File: config.mk
export PLATFORM = sky130hd
export DESIGN_NAME = odelay_load_sequencer
export DESIGN_NICKNAME = d
export VERILOG_FILES = /design/src/rtl/odelay_load_sequencer_pkg.sv /design/src/rtl/odelay_load_sequencer_lowest_set_enc.sv /design/src/rtl/odelay_load_sequencer.sv
export SDC_FILE = /design/constraint.sdc
export NUM_CORES = 1
export LEC_CHECK = 0
export ABC_AREA = 1
export ABC_CLOCK_PERIOD_IN_PS = 2370
export CORE_MARGIN = 4
export CORE_UTILIZATION = 54
export CTS_BUF_LIST = sky130_fd_sc_hd__clkbuf_2
export CTS_CLUSTER_DIAMETER = 60
export DETAILED_ROUTE_END_ITERATION = 10
export PLACE_DENSITY = 0.9
export SLEW_MARGIN = 30
export SYNTH_ARGS = -nofsm -noshare
export SYNTH_HDL_FRONTEND = slang
export SYNTH_SLANG_ARGS = --single-unit
File: constraint.sdc
create_clock -name clk -period 2.37 [get_ports clk]
set_input_delay 0.474 -clock clk [delete_from_list [all_inputs] [get_ports clk]]
set_output_delay 0.474 -clock clk [all_outputs]
set_load 0.02 [all_outputs]
File: src/rtl/odelay_load_sequencer_pkg.sv
// Shared PHY definitions for the output-delay load sequencer.
package odelay_load_sequencer_pkg;

    localparam int unsigned DLY_W    = 5;
    localparam int unsigned SETTLE_W = 4;

    typedef enum logic [2:0] {
        IDLE,
        LOAD,
        SETTLE,
        WAIT_SAFE,
        DONE
    } seq_state_t;

endpackage

File: src/rtl/odelay_load_sequencer_lowest_set_enc.sv
// Lowest-set-bit encoder: index and valid flag for the lowest set bit of a mask.
module lowest_set_enc #(
    parameter int unsigned NUM_LANES = 8,
    parameter int unsigned LANE_BITS = 3
) (
    input  logic [NUM_LANES-1:0] mask,
    output logic [LANE_BITS-1:0] lowest_idx_c,
    output logic                 lowest_valid_c
);

    // Scan from the top down so the lowest set bit is the last one to win.
    always_comb begin
        lowest_idx_c   = '0;
        lowest_valid_c = 1'b0;
        for (int i = NUM_LANES - 1; i >= 0; i--) begin
            if (mask[i]) begin
                lowest_idx_c   = LANE_BITS'(i);
                lowest_valid_c = 1'b1;
            end
        end
    end

endmodule

File: src/rtl/odelay_load_sequencer.sv
// Sequences buffered per-lane delay writes into pipelined taps, then applies
// them all with one shared set pulse so every lane changes in the same cycle.
module odelay_load_sequencer
    import odelay_load_sequencer_pkg::*;
#(
    parameter int unsigned     NUM_LANES     = 8,
    parameter int unsigned     LANE_BITS     = 3,
    parameter logic [DLY_W-1:0] DELAY_INIT   = '0,
    parameter int unsigned     SETTLE_CYCLES = 2
) (
    input  logic                 clk,
    input  logic                 rst,
    input  logic                 req_valid,
    output logic                 req_ready,
    input  logic [LANE_BITS-1:0] req_lane,
    input  logic [DLY_W-1:0]     req_delay,
    input  logic                 commit,
    input  logic                 safe,
    output logic                 busy,
    output logic                 done,
    output logic [DLY_W-1:0]     dly_out,
    output logic [NUM_LANES-1:0] dly_ld,
    output logic                 dly_set
);

    seq_state_t            state;
    logic [DLY_W-1:0]      shadow [NUM_LANES];
    logic [NUM_LANES-1:0]  pending;
    logic [SETTLE_W-1:0]   settle_cnt;

    logic [LANE_BITS-1:0]  lowest_idx_c;
    logic                  lowest_valid_c;
    logic                  accept_c;
    logic                  lane_in_range_c;
    logic [NUM_LANES-1:0]  req_onehot_c;
    logic [NUM_LANES-1:0]  pending_merged_c;
    logic [NUM_LANES-1:0]  lowest_onehot_c;
    logic [NUM_LANES-1:0]  pending_cleared_c;

    lowest_set_enc #(
        .NUM_LANES (NUM_LANES),
        .LANE_BITS (LANE_BITS)
    ) u_lowest_set_enc (
        .mask           (pending),
        .lowest_idx_c   (lowest_idx_c),
        .lowest_valid_c (lowest_valid_c)
    );

    // Request acceptance and pending-mask bookkeeping; out-of-range lanes are swallowed.
    assign accept_c          = (state == IDLE) && req_valid && req_ready;
    assign lane_in_range_c   = 32'(req_lane) < NUM_LANES;
    assign req_onehot_c      = (accept_c && lane_in_range_c) ? (NUM_LANES'(1) << req_lane) : '0;
    assign pending_merged_c  = pending | req_onehot_c;
    assign lowest_onehot_c   = lowest_valid_c ? (NUM_LANES'(1) << lowest_idx_c) : '0;
    assign pending_cleared_c = pending & ~lowest_onehot_c;

    // Shadow delay storage; reset value must match the taps' power-up delay.
    always_ff @(posedge clk or posedge rst) begin
        if (rst) begin
            for (int i = 0; i < NUM_LANES; i++) begin
                shadow[i] <= DELAY_INIT;
            end
        end else if (accept_c && lane_in_range_c) begin
            shadow[req_lane] <= req_delay;
        end
    end

    // Sequencer FSM with registered outputs.
    always_ff @(posedge clk or posedge rst) begin
        if (rst) begin
            state      <= IDLE;
            pending    <= '0;
            settle_cnt <= '0;
            req_ready  <= 1'b0;
            busy       <= 1'b0;
            done       <= 1'b0;
            dly_out    <= '0;
            dly_ld     <= '0;
            dly_set    <= 1'b0;
        end else begin
            done    <= 1'b0;
            dly_set <= 1'b0;
            dly_ld  <= '0;
            case (state)
                IDLE: begin
                    req_ready <= 1'b1;
                    pending   <= pending_merged_c;
                    if (commit) begin
                        req_ready <= 1'b0;
                        busy      <= 1'b1;
                        state     <= (pending_merged_c == '0) ? DONE : LOAD;
                    end
                end
                LOAD: begin
                    if (lowest_valid_c) begin
                        dly_out <= shadow[lowest_idx_c];
                        dly_ld  <= lowest_onehot_c;
                        pending <= pending_cleared_c;
                    end
                    if (pending_cleared_c == '0) begin
                        settle_cnt <= '0;
                        state      <= (SETTLE_CYCLES == 0) ? WAIT_SAFE : SETTLE;
                    end
                end
                SETTLE: begin
                    if (settle_cnt == SETTLE_W'(SETTLE_CYCLES - 1)) begin
                        state <= WAIT_SAFE;
                    end else begin
                        settle_cnt <= settle_cnt + SETTLE_W'(1);
                    end
                end
                WAIT_SAFE: begin
                    if (safe) begin
                        dly_set <= 1'b1;
                        state   <= DONE;
                    end
                end
                DONE: begin
                    done      <= 1'b1;
                    busy      <= 1'b0;
                    req_ready <= 1'b1;
                    state     <= IDLE;
                end
                default: state <= IDLE;
            endcase
        end
    end

endmodule

Word-level counts from Yosys, hierarchy flattened
Cells that the tools add are included.
{"block": "op_classes", "mux": 44, "shift": 2, "n_reduce_logical": 14, "n_lt_le_gt_ge": 3, "bitwise": 5, "eq_ne": 11, "addsub": 1}
{"operator": "bitwise mux 40 bit", "count": 1}
{"operator": "2-to-1 mux 8 bit", "count": 5}
{"operator": "2-to-1 mux 3 bit", "count": 13}
{"operator": "zero test 8 bit", "count": 2}
{"operator": "one-hot mux 8 bit (2 select lines)", "count": 1}
{"operator": "<< shifter 1 x 3 -> 8 bit (first input constant)", "count": 2}
{"operator": "binary-select mux 5 bit (select 3 bit)", "count": 1}
{"operator": "demux 5 bit (select 3 bit)", "count": 1}
{"operator": "2-to-1 mux 5 bit", "count": 3}
{"operator": "2-to-1 mux 1 bit", "count": 13}
{"operator": "inequality test 2 bit (second input constant)", "count": 6}
{"operator": "one-hot mux 3 bit (4 select lines)", "count": 1}
{"operator": "bitwise AND 8 bit", "count": 1}
{"operator": ">= comparator 4 bit (second input constant)", "count": 2}
{"operator": "2-to-1 mux 4 bit", "count": 2}
{"operator": "NOT 3 -> 4 bit", "count": 2}
{"operator": "NOT 8 bit", "count": 1}
{"operator": "bitwise OR 8 bit", "count": 1}
{"operator": "one-hot mux 4 bit (2 select lines)", "count": 1}
{"operator": "== test 3 x 2 -> 1 bit (second input constant)", "count": 2}
{"operator": "AND reduction 2 bit", "count": 3}
{"operator": "nonzero test 2 bit", "count": 3}
{"operator": "adder 4 x 1 -> 4 bit (second input constant)", "count": 1}
{"operator": "== test 4 x 1 -> 1 bit (second input constant)", "count": 1}
{"operator": "other kinds (8)", "count": 11}
{"block": "word_totals", "in_bits": 13, "word_cells": 97, "out_inout_bits": 17, "ff_bits": 72}

Depth between registers and ports, before layout
Gate-level depths: netlist of run 1.
{"block": "depth", "depth_word": 15, "depth_mapped": 16, "mapped_depth_nobuf": 16}

Cells and area by module
Synthesis of run 1 repeated with hierarchy kept, for this count alone.
{"block": "hier_totals", "cells_unflattened": 409, "area_unflattened_um2": 3458.3}
{"module": "odelay_load_sequencer", "seq_area_each_um2": 1801.7, "area_each_um2": 3359.5, "instances": 1, "cells_per_inst": 387}
{"module": "lowest_set_enc", "seq_area_each_um2": 0.0, "area_each_um2": 98.8, "instances": 1, "cells_per_inst": 22}

Least setup slack after synthesis of run 1
Ideal clock, no wire load.
{"block": "synth_path", "path_kind": "register to register", "start": "reg pending[0]", "end": "reg settle_cnt[3]", "path_slack_ns": 0.659, "stages_incl_launch_ff": 16, "path_buffers": 1, "period_less_slack_ns": 1.711, "required_ns": 2.249, "arrival_time_ns": 1.590, "setup_time_ns": 0.121, "path_cell_list": "dfrtp_1 > inv_2 > nand2_4 > inv_2 > nand2_2 > nor2_2 > buf_6 > nand4_4 > nand2_2 > nand3_2 > nor2_2 > nand2_2 > nand2_4 > nand2_4 > nand2_1 > nand2_1"}
{"block": "synth_via", "elab_chain_cells": 8, "elab_cells_between_ends": 9, "cone_classes": "eq/ne (1); shift (1); mux (3); bitwise (2); reduce/logical (2)"}
{"element": "start, declared", "line_no": "odelay_load_sequencer.sv:28", "source": "logic [NUM_LANES-1:0] pending;"}
{"element": "start signal, assigned", "line_no": "odelay_load_sequencer.sv:87", "source": "pending <= pending_merged_c;"}
{"element": "start signal, assigned", "line_no": "odelay_load_sequencer.sv:98", "source": "pending <= pending_cleared_c;"}
{"element": "2-to-1 mux 3 bit", "line_no": "odelay_load_sequencer_lowest_set_enc.sv:16", "source": "if (mask[i]) begin"}
{"element": "<< shifter 1 x 3 -> 8 bit", "line_no": "odelay_load_sequencer.sv:54", "source": "assign lowest_onehot_c = lowest_valid_c ? (NUM_LANES'(1) << lowest_idx_c) : '0;"}
{"element": "2-to-1 mux 8 bit", "line_no": "odelay_load_sequencer.sv:54"}
{"element": "NOT 8 bit", "line_no": "odelay_load_sequencer.sv:55", "source": "assign pending_cleared_c = pending & ~lowest_onehot_c;"}
{"element": "bitwise AND 8 bit (*)", "line_no": "odelay_load_sequencer.sv:55"}
{"element": "zero test 8 bit (*)", "line_no": "odelay_load_sequencer.sv:100", "source": "if (pending_cleared_c == '0) begin"}
{"element": "inequality test 2 bit (no source line) (*)"}
{"element": "AND reduction 3 bit (no source line) (*)"}
{"element": "end signal, assigned", "line_no": "odelay_load_sequencer.sv:109", "source": "settle_cnt <= settle_cnt + SETTLE_W'(1);"}
{"element": "end, declared", "line_no": "odelay_load_sequencer.sv:29", "source": "logic [SETTLE_W-1:0] settle_cnt;"}
Every way passes the cells marked *; elsewhere a longest branch is shown, timed or not.
A chain may end at the register's enable or synchronous reset.

Worst setup path after layout of run 1
{"block": "layout_path", "start": "reg pending[2]", "end": "reg settle_cnt[0]"}
{"block": "layout_via", "elab_chain_cells": 10, "elab_cells_between_ends": 13, "cone_classes": "eq/ne (1); shift (1); mux (7); bitwise (2); reduce/logical (2)"}
{"element": "2-to-1 mux 3 bit (3 in a row)", "line_no": "odelay_load_sequencer_lowest_set_enc.sv:16"}
{"element": "<< shifter 1 x 3 -> 8 bit", "line_no": "odelay_load_sequencer.sv:54"}
{"element": "2-to-1 mux 8 bit", "line_no": "odelay_load_sequencer.sv:54"}
{"element": "NOT 8 bit", "line_no": "odelay_load_sequencer.sv:55"}
{"element": "bitwise AND 8 bit (*)", "line_no": "odelay_load_sequencer.sv:55"}
{"element": "zero test 8 bit (*)", "line_no": "odelay_load_sequencer.sv:100"}
{"element": "inequality test 2 bit (no source line) (*)"}
{"element": "AND reduction 3 bit (no source line) (*)"}
Marked as above.

==> results by group, run 1 <==
Status
  – Status: finished clean

Clock tree
  – H-tree levels: 3
  – Post-CTS setup buffers: 0
  – CTS Buffer Depth: 2
  – CTS clk-pin slew, worst paths: 0.20 ns
  – CTS buffer count: 9
  – Post-CTS resize count: 0
  – Clock sink count: 72
  – CTS tree: done
  – Worst-Skew Late Latency: 0.51 ns
  – Hold-fix buffers, CTS: 0
  – CTS root buf: clkbuf_2

Global routing
  – Tot GR Track Use: between 20% and 30%
  – Global-route wire length before repair: 13.0 mm
  – GR Overflow Total: 0
  – Largest net degree at the start of global routing: between 70 and 80
  – Vias in the first global route: 2,906
  – Antenna violations before repair: 0

Layout
  – Antenna diode count: 0
  – Share of layout cells above drive strength 1: 11.4%
  – Most common cell after layout, fill and taps aside: nand2_1
  – Area delta synth->final: 13.9%
  – Final nets: 451
  – Most frequent cells in the layout: 120 x nand2_1, 72 x dfrtp_1, 44 x o21ai_0

Placed design
  – Port bufs: 29
  – DP HPWL: 5.46 mm
  – GP Congestion: 0.865

Power
  – Peak supply drop: between 0.0007 and 0.0008 V
  – Pwr Density: 1300 nW/µm²
  – Leakage power: 0.00183 µW
  – Final Power: around 5000 µW

Timing
  – Final TNS setup: 0 ns
  – Final Max Tran Viols: 0
  – Worst slew margin: 65.8%
  – Worst-margin pin slew: 0.514 ns
  – Tcrit/Tclk final: 86.2%
  – Final Hold Fails: 0
  – Final Critical Period: a little over 2 ns
  – Fmax: 489 MHz
  – Layout Skew: 0.0215 ns
  – Final Setup Violations: 0
  – RSZ-0062 raised after global routing: no

Die
  – Core area: 5960 µm²
  – Die width: 86.7 µm
  – Die area: 7520 µm²
  – Cell Rows: 28
  – Die height: 86.7 µm
  – Starting Density: 56.2%
  – # IOs: 30

Critical path
  – Worst setup path class: reg2reg
  – Worst path cell trace: nor2_4 > nand2_2 > nor2_2 > nand3_1 > nand2_1 > nand3_2 > nor2_2 > nand2_2 > nand2_4 > nand2_4 > nand2_1 > nand2_1
  – Max incr delay on CP: 0.48 ns
  – CP Launch Type: flop
  – CP endpoint kind: flop
  – CP arrival: roughly 2.5 ns
  – Crit-path max FO: 7
  – Slowest CP cell: dfrtp_1
  – WP data required: 2.80 ns
  – Cell mode on critical path: nand2_1
  – Slack of the worst reg-to-reg path: 0.33 ns

Logic synthesis
  – Register area share after synthesis: 53.8%
  – Net Count, Synth: slightly above 400
  – Asr flop ratio synth: 100%
  – Post-synth EDFFs: 0
  – Syn avg cell area: 8.39 µm²
  – Syn Std Cell Area: roughly 3300 µm²
  – Cells after Synth: 399
  – Synth cell types: 33
  – Ys flop type: dfrtp_1
  – Synth Warn #: 0
  – Post-synthesis sequential element count: 72

Detailed routing
  – Via density: 5.45
  – Final WL: 7.41 mm
  – Post-DRT Antenna Nets: 0
  – Residual DRC: 0
  – DR pass1 iterations: 5
  – Vias: 2,806
  – Drt initial violations: 215
  – Routed WL per cell: 14.4 µm

Flow run
  – Max-cap violations: 0

Hold path
  – Hold Path Class: in2async
-- path summary, 6_finish.rpt --
kind                             from            end  depth (start not counted)
hold reg to reg            dly_out[1]     dly_out[1]                          2
setup reg to reg           pending[2]  settle_cnt[0]                         12
max in group asynchronous         rst     dly_out[4]                          3
hold / removal                    rst     pending[3]                          3
min in group clk                 safe        dly_set                          3
setup / recovery           pending[2]  settle_cnt[0]                         12
-- state kept, by name (all words and copies together) (netlist names) --
register	count
dly_ld	8
settle_cnt	4
dly_set	1
state	3
dly_out	5
busy	1
req_ready	1
shadow	40
done	1
pending	8
-- final cells by class --
cell class                      instances  area, µm²
Fill cell                             520       2140
Clock inverter                          5       25.0
Sequential cell                        72       1800
Clock buffer                           10       50.0
Timing Repair Buffer                   32        325
Inverter                               43        161
Tap cell                               75       93.8
Multi-Input combinational cell        278       1350
-- cell usage after synthesis, types with 5 or more instances --
library cell / instances / area, µm²
dfrtp_1: 72 / 1800
o21ai_0: 44 / 220
nand3_1: 25 / 125
inv_1: 32 / 120
a21oi_1: 15 / 75.1
nand2_1: 120 / 450
nand2_2: 7 / 43.8
nor2_2: 7 / 43.8
nor2_1: 29 / 109
clkbuf_1: 5 / 18.8
inv_2: 8 / 30.0
-- cell families (layout without fill, tap and decap cells) --
| group | count (synthesis) | after routing | synth area share (%) |
|---|---|---|---|
| buf+inv | 49 | 90 | 5.72 |
| compound gates | 71 | 71 | 11.8 |
| xor+xnor | 1 | 1 | 0.262 |
| flops | 72 | 72 | 53.8 |
| fa+ha+maj | 2 | 2 | 0.748 |
| simple gates | 204 | 204 | 27.7 |
-- through the flow --
stage	hold slack [ns]	worst slack (ns)	utilization, %	area [µm²]	instances
floorplan	0.453	0.0711	-	3350	399
global placement	0.467	0.403	62.7	3740	500
detailed placement	0.474	0.238	62.7	3740	500
CTS	0.345	0.327	64.0	3810	515
global route	0.360	0.132	64.0	3810	515
finish	0.331	0.327	64.0	3810	515
-- critical path, delay by kind of cell, from the launching register on --
kind          cells  cell delay [ns]
simple gates     12             1.49
flops             1             0.48
-- report_power, final --
group,switching [µW],internal [µW]
logic,1570,841
registers,310,1690
clock network,425,126
-- routing by layer --
metal / wire length (µm) / GRT usage, %
met1: 3020 / 27.0
met5: 0 / 0
met2: 3710 / 37.2
met4: 289 / 12.6
met3: 385 / 4.09
Power figures use the tool's default switching activity.
==> run 2, diff against run 1 <==
- CTS_BUF_LIST: sky130_fd_sc_hd__clkbuf_2 -> sky130_fd_sc_hd__clkbuf_4 sky130_fd_sc_hd__clkbuf_8
==> run 2 against run 1 <==
Compared with the run above:
- sequential cell count stayed put
- clock skew shrank 0.012 ns
- count of clock-buffer cells in the layout up 2
- combinational power barely moved
==> results by group, run 2 (same netlist as run 1, synthesis figures left out) <==
Status
  – Status: finished clean

Critical path
  – Crit-path max FO: 7
  – Worst setup path class: reg2reg
  – CP Launch Type: flop
  – Max incr delay on CP: 0.40 ns
  – CP endpoint kind: flop
  – Worst path cell trace: inv_2 > nand2_4 > inv_2 > nand2_2 > nor2_2 > nand3_1 > nand2_1 > nand3_2 > nor2_2 > nand2_2 > nand2_4 > nand2_4 > nand2_1 > nand2_1
  – Worst Path Buf+Inv: 2
  – Delay-heaviest family, CP: simple AND/OR/NAND/NOR gates
  – Slack of the worst reg-to-reg path: 0.31 ns
  – Slowest CP cell: dfrtp_1
  – WP data required: 2.61 ns
  – CP arrival: 2.30 ns

Power
  – Pwr Density: 1360 nW/µm²
  – Reg power frac: 37.7%
  – Switching Power: approximately 2400 µW
  – Gate power share: about 46%
  – Power share of the clock group: 16.8%
  – Internal power: just under 3000 µW
  – Leakage power: 0.00187 µW
  – Net Sw Frac: 44.2%
  – Peak supply drop: 0.000742 V

Clock tree
  – CTS tree: done
  – Hold-fix buffers, CTS: 0
  – Post-CTS resize count: 0
  – H-tree levels: 3
  – CTS buffer count: 9
  – CTS Buffer Depth: 2
  – CTS clk-pin slew, worst paths: approximately 0.080 ns
  – CTS root buf: clkbuf_8
  – Worst-Skew Late Latency: 0.35 ns
  – Clock sink count: 72
  – Post-CTS setup buffers: 0

Layout
  – Final Core Density: 65.7%
  – Antenna diode count: 0
  – Max FFs per register: 40
  – Area of the multi-input gates: 1350 µm²
  – Share of layout cells above drive strength 1: 11.8%
  – Area delta synth->final: 16.9%
  – Most common cell after layout, fill and taps aside: nand2_1
  – Top reg by flops: shadow
  – Register Area: 1800 µm²
  – Filler cell count: 499
  – Most frequent cells in the layout: 120 x nand2_1, 72 x dfrtp_1, 44 x o21ai_0
  – Final nets: between 400 and 500
  – Biggest registers after layout: shadow: 40 flops, dly_ld: 8 flops, pending: 8 flops

Timing
  – Final Max Tran Viols: 0
  – Final TNS setup: 0 ns
  – Worst-margin pin slew: between 0.5 and 0.6 ns
  – Tcrit/Tclk final: between 80 and 90%
  – Final Hold Fails: 0
  – Worst slew margin: around 66%
  – Layout Skew: roughly 0.0094 ns
  – Final Critical Period: 2.06 ns
  – RSZ-0062 raised after global routing: no
  – Final Setup Violations: 0
  – Fmax: 485 MHz

Die
  – Die width: 86.7 µm
  – Die height: 86.7 µm
  – Core area: about 6000 µm²
  – Starting Density: 56.2%
  – Die area: roughly 7500 µm²
  – Cell Rows: 28
  – # IOs: 30

Placed design
  – Port bufs: 29
  – GP Congestion: 0.865
  – DP HPWL: ~5.5 mm

Detailed routing
  – Residual DRC: 0
  – Routed WL per cell: 14.6 µm
  – Drt initial violations: 249
  – Post-DRT Antenna Nets: 0
  – Final WL: 7.50 mm
  – Via density: 5.45
  – Vias: 2,806
  – DR pass1 iterations: 5

Global routing
  – Global-route wire length before repair: around 13 mm
  – Largest net degree at the start of global routing: 73
  – Tot GR Track Use: 22.4%
  – GR Overflow Total: 0
  – Antenna violations before repair: 0
  – Vias in the first global route: about 2,900

Hold path
  – Hold Path Class: reg2reg

Flow run
  – Max-cap violations: 0
==> run 2: layout make-up <==
| class | instances | share of cell area, % |
|---|---|---|
| clock buffers | 12 | 4.06 |
| inverters | 43 | 4.13 |
| repair buffers | 32 | 8.31 |
| well taps | 75 | 2.40 |
| multi-input cells | 278 | 34.6 |
| flip-flops and latches | 72 | 46.1 |
| clock inverters | 3 | 0.448 |
==> run 2: power groups by stage <==
stage / registers (µW) / clock network [µW] / logic, µW
after floorplan: 2040 / 0 / 1690
after global placement: 1990 / 0 / 2310
after detailed placement: 2020 / 0 / 2410
after CTS: 2000 / 893 / 2430
after global routing: 2060 / 953 / 2740
final: 2010 / 893 / 2430
==> run 2: worst reg2reg max path, stage by stage (launching register included) <==
cell     delay (ns)
dfrtp_1        0.40
inv_2          0.15
nand2_4        0.10
inv_2          0.07
nand2_2        0.06
nor2_2         0.31
nand3_1        0.16
nand2_1        0.13
nand3_2        0.10
nor2_2         0.12
nand2_2        0.07
nand2_4        0.11
nand2_4        0.07
nand2_1        0.07
nand2_1        0.05
==> run 2: metal layers <==
metal	part of all wire [%]	wire, µm	GRT usage [%]	up-vias
li1	-	-	-	1353
met2	51	3820	38.2	83
met5	0	0	0	-
met4	3.3	250	11.0	0
met3	4.2	314	3.80	27
met1	41	3110	27.3	1343
==> run 2: final timing paths <==
check,from,to,cells after the start
worst max-delay path,pending[0],settle_cnt[0],14
worst min-delay path,shadow[8],shadow[8],2
worst max register to register,pending[0],settle_cnt[0],14
worst min register to register,shadow[8],shadow[8],2
max in group asynchronous,rst,dly_out[4],3
min in group asynchronous,rst,dly_ld[6],3
==> run 2: per-stage QoR <==
stage	total power [µW]	instance area (µm²)	hold slack, ns	std cells	setup slack [ns]
2_1_floorplan	3730	3350	0.453	399	0.0711
3_3_place_gp	4300	3740	0.467	500	0.403
3_5_place_dp	4430	3740	0.474	500	0.238
4_1_cts	5330	3910	0.490	515	0.321
5_1_grt	5750	3910	0.504	515	0.107
6_report	5330	3910	0.488	515	0.307
==> run 3, diff against run 2 <==
- ABC_CLOCK_PERIOD_IN_PS: 2370 -> default
- CELL_PAD_IN_SITES_DETAIL_PLACEMENT: default -> 1
- CELL_PAD_IN_SITES_GLOBAL_PLACEMENT: default -> 1
- CORE_UTILIZATION: 54 -> 40
- PLACE_DENSITY: 0.9 -> 0.89
==> run 3 against run 2 <==
Compared with the run above:
- count of clock-buffer cells in the layout increased by 1
- critical path depth down 5
- total power increased by 1.0%
- routed wire length rose by 17%
- sequential share of layout area decreased by 0.39 points
- clock skew barely moved
- register-to-register slack got worse by 0.03 ns
- die area increased by 32%
- sequential power hardly changed
- non-clock buffer count increased by 1
- maximum frequency shrank 1.3%
- global-route usage fell by 2.7 points
- largest cell class unchanged
==> results by group, run 3 (same netlist as run 1, synthesis figures left out) <==
Timing
  – Final Max Tran Viols: 0
  – Worst slew margin: between 60% and 70%
  – Final Critical Period: 2.09 ns
  – Fmax: approximately 480 MHz
  – Tcrit/Tclk final: 88.2%
  – Final Hold Fails: 0
  – Layout Skew: 0.00920 ns
  – RSZ-0062 raised after global routing: no
  – Final TNS setup: 0 ns
  – Final Setup Violations: 0
  – Worst-margin pin slew: 0.562 ns
  – Final worst slack: around 0.28 ns
  – Worst hold slack: 0.449 ns

Layout
  – Final nets: 452
  – Most frequent cells in the layout: 120 x nand2_1, 72 x dfrtp_1, 44 x o21ai_0
  – Antenna diode count: 0
  – Max FFs per register: 40
  – Top reg by flops: shadow
  – Final Core Density: 48.3%
  – Biggest registers after layout: shadow: 40 flops, dly_ld: 8 flops, pending: 8 flops
  – Share of layout cells above drive strength 1: 11.8%
  – Area delta synth->final: 17.9%
  – Most common cell after layout, fill and taps aside: nand2_1

Critical path
  – Worst setup path class: reg2reg
  – FF-to-FF path depth: 9
  – Crit-path max FO: 10
  – Critical R2R Launch: pending[4]
  – WP data required: 2.65 ns
  – Slowest CP cell: dfrtp_1
  – CP Launch Type: flop
  – Max incr delay on CP: approximately 0.42 ns
  – CP endpoint kind: flop
  – CP arrival: 2.37 ns
  – Worst r2r dst: dly_out[0]
  – Slack of the worst reg-to-reg path: between 0.2 and 0.3 ns
  – Worst path cell trace: nor2_1 > nand2_1 > a21oi_4 > inv_2 > nor2_2 > a21oi_1 > nand3_1 > nand3_1 > nand2_1

Global routing
  – Global-route wire length before repair: about 15 mm
  – GR Overflow Total: 0
  – Tot GR Track Use: 19.6%
  – Antenna violations before repair: 0
  – Largest net degree at the start of global routing: 40
  – Vias in the first global route: 3,166

Placed design
  – GP Congestion: 0.842
  – DP HPWL: 6.36 mm
  – Port bufs: 29
  – Dpl ws: 0.239 ns

Die
  – # IOs: 30
  – Die area: 9900 µm²
  – Starting Density: between 40% and 50%
  – Core area: 8180 µm²
  – Cell Rows: 33
  – Die height: 99.5 µm
  – Die width: roughly 99 µm

Clock tree
  – CTS Buffer Depth: 2
  – CTS buffer count: 9
  – CTS tree: done
  – CTS root buf: clkbuf_8
  – Post-CTS resize count: 0
  – Worst-Skew Late Latency: around 0.35 ns
  – H-tree levels: 3
  – Hold-fix buffers, CTS: 0
  – Clock sink count: a little over 70
  – Post-CTS setup buffers: 0
  – CTS clk-pin slew, worst paths: approximately 0.080 ns

Hold path
  – Hold Path Class: in2async

Detailed routing
  – DR pass1 iterations: 4
  – Routed WL per cell: 16.1 µm
  – Final WL: ~8.8 mm
  – Residual DRC: 0
  – Vias: 2,857
  – Post-DRT Antenna Nets: 0
  – Drt initial violations: 96
  – Via density: 5.24

Power
  – Peak supply drop: about 0.00043 V
  – Final Power: 5390 µW
  – Leakage power: around 0.0019 µW
  – Pwr Density: 1360 nW/µm²

Status
  – Status: finished clean

Flow run
  – Max-cap violations: 0
run 3: changes by cell type in the layout (fill, tap and decap cells not counted):
cell,before,now
clkbuf_8,11,10
clkinv_2,2,1
buf_4,2,3
clkinvlp_4,1,0
clkbuf_4,1,3
run 3: layout make-up:
| type | instances | area [µm²] |
|---|---|---|
| inverters | 43 | 161 |
| clock buffers | 13 | 160 |
| fillers | 986 | 4230 |
| well taps | 105 | 131 |
| flip-flops and latches | 72 | 1800 |
| repair buffers | 33 | 333 |
| multi-input cells | 278 | 1350 |
| clock inverters | 1 | 5.00 |
run 3: per-layer routing:
metal	up-vias	GRT usage, %	part of all wire (%)
met5	-	0	0
met4	0	8.09	2.8
met3	22	3.79	3.4
li1	1351	-	-
met1	1427	25.1	44
met2	57	32.6	50
run 3: metrics by stage:
| step | area [µm²] | cells |
|---|---|---|
| 3_3_place_gp | 3780 | 531 |
| 2_1_floorplan | 3350 | 399 |
| 3_5_place_dp | 3780 | 531 |
| 4_1_cts | 3950 | 545 |
| 5_1_grt | 3950 | 545 |
| 6_report | 3950 | 545 |
run 3: critical path: cells and delay by family, from the launching register on:
kind                   cells  cell delay [ns]
buffers and inverters      1             0.11
AO/OA/AOI/OAI              2             0.48
flip-flops                 1             0.42
AND/OR/NAND/NOR            6             1.00
run 3: worst max path at each step:
stage,startpoint,end,slack (ns)
after global placement,state[1],pending[1],0.32
final,pending[4],dly_out[0],0.28
after detailed placement,req_lane[1],shadow[22],0.24
after floorplan,rst,busy,0.07
after CTS,pending[6],dly_out[1],0.27
after global routing,pending[6],dly_out[1],0.01
run 3: power breakdown:
part / internal, µW / switching [µW] / total, µW
clock: 431 / 432 / 864
sequential: 1700 / 322 / 2020
combinational: 831 / 1670 / 2500
total: 2960 / 2430 / 5390
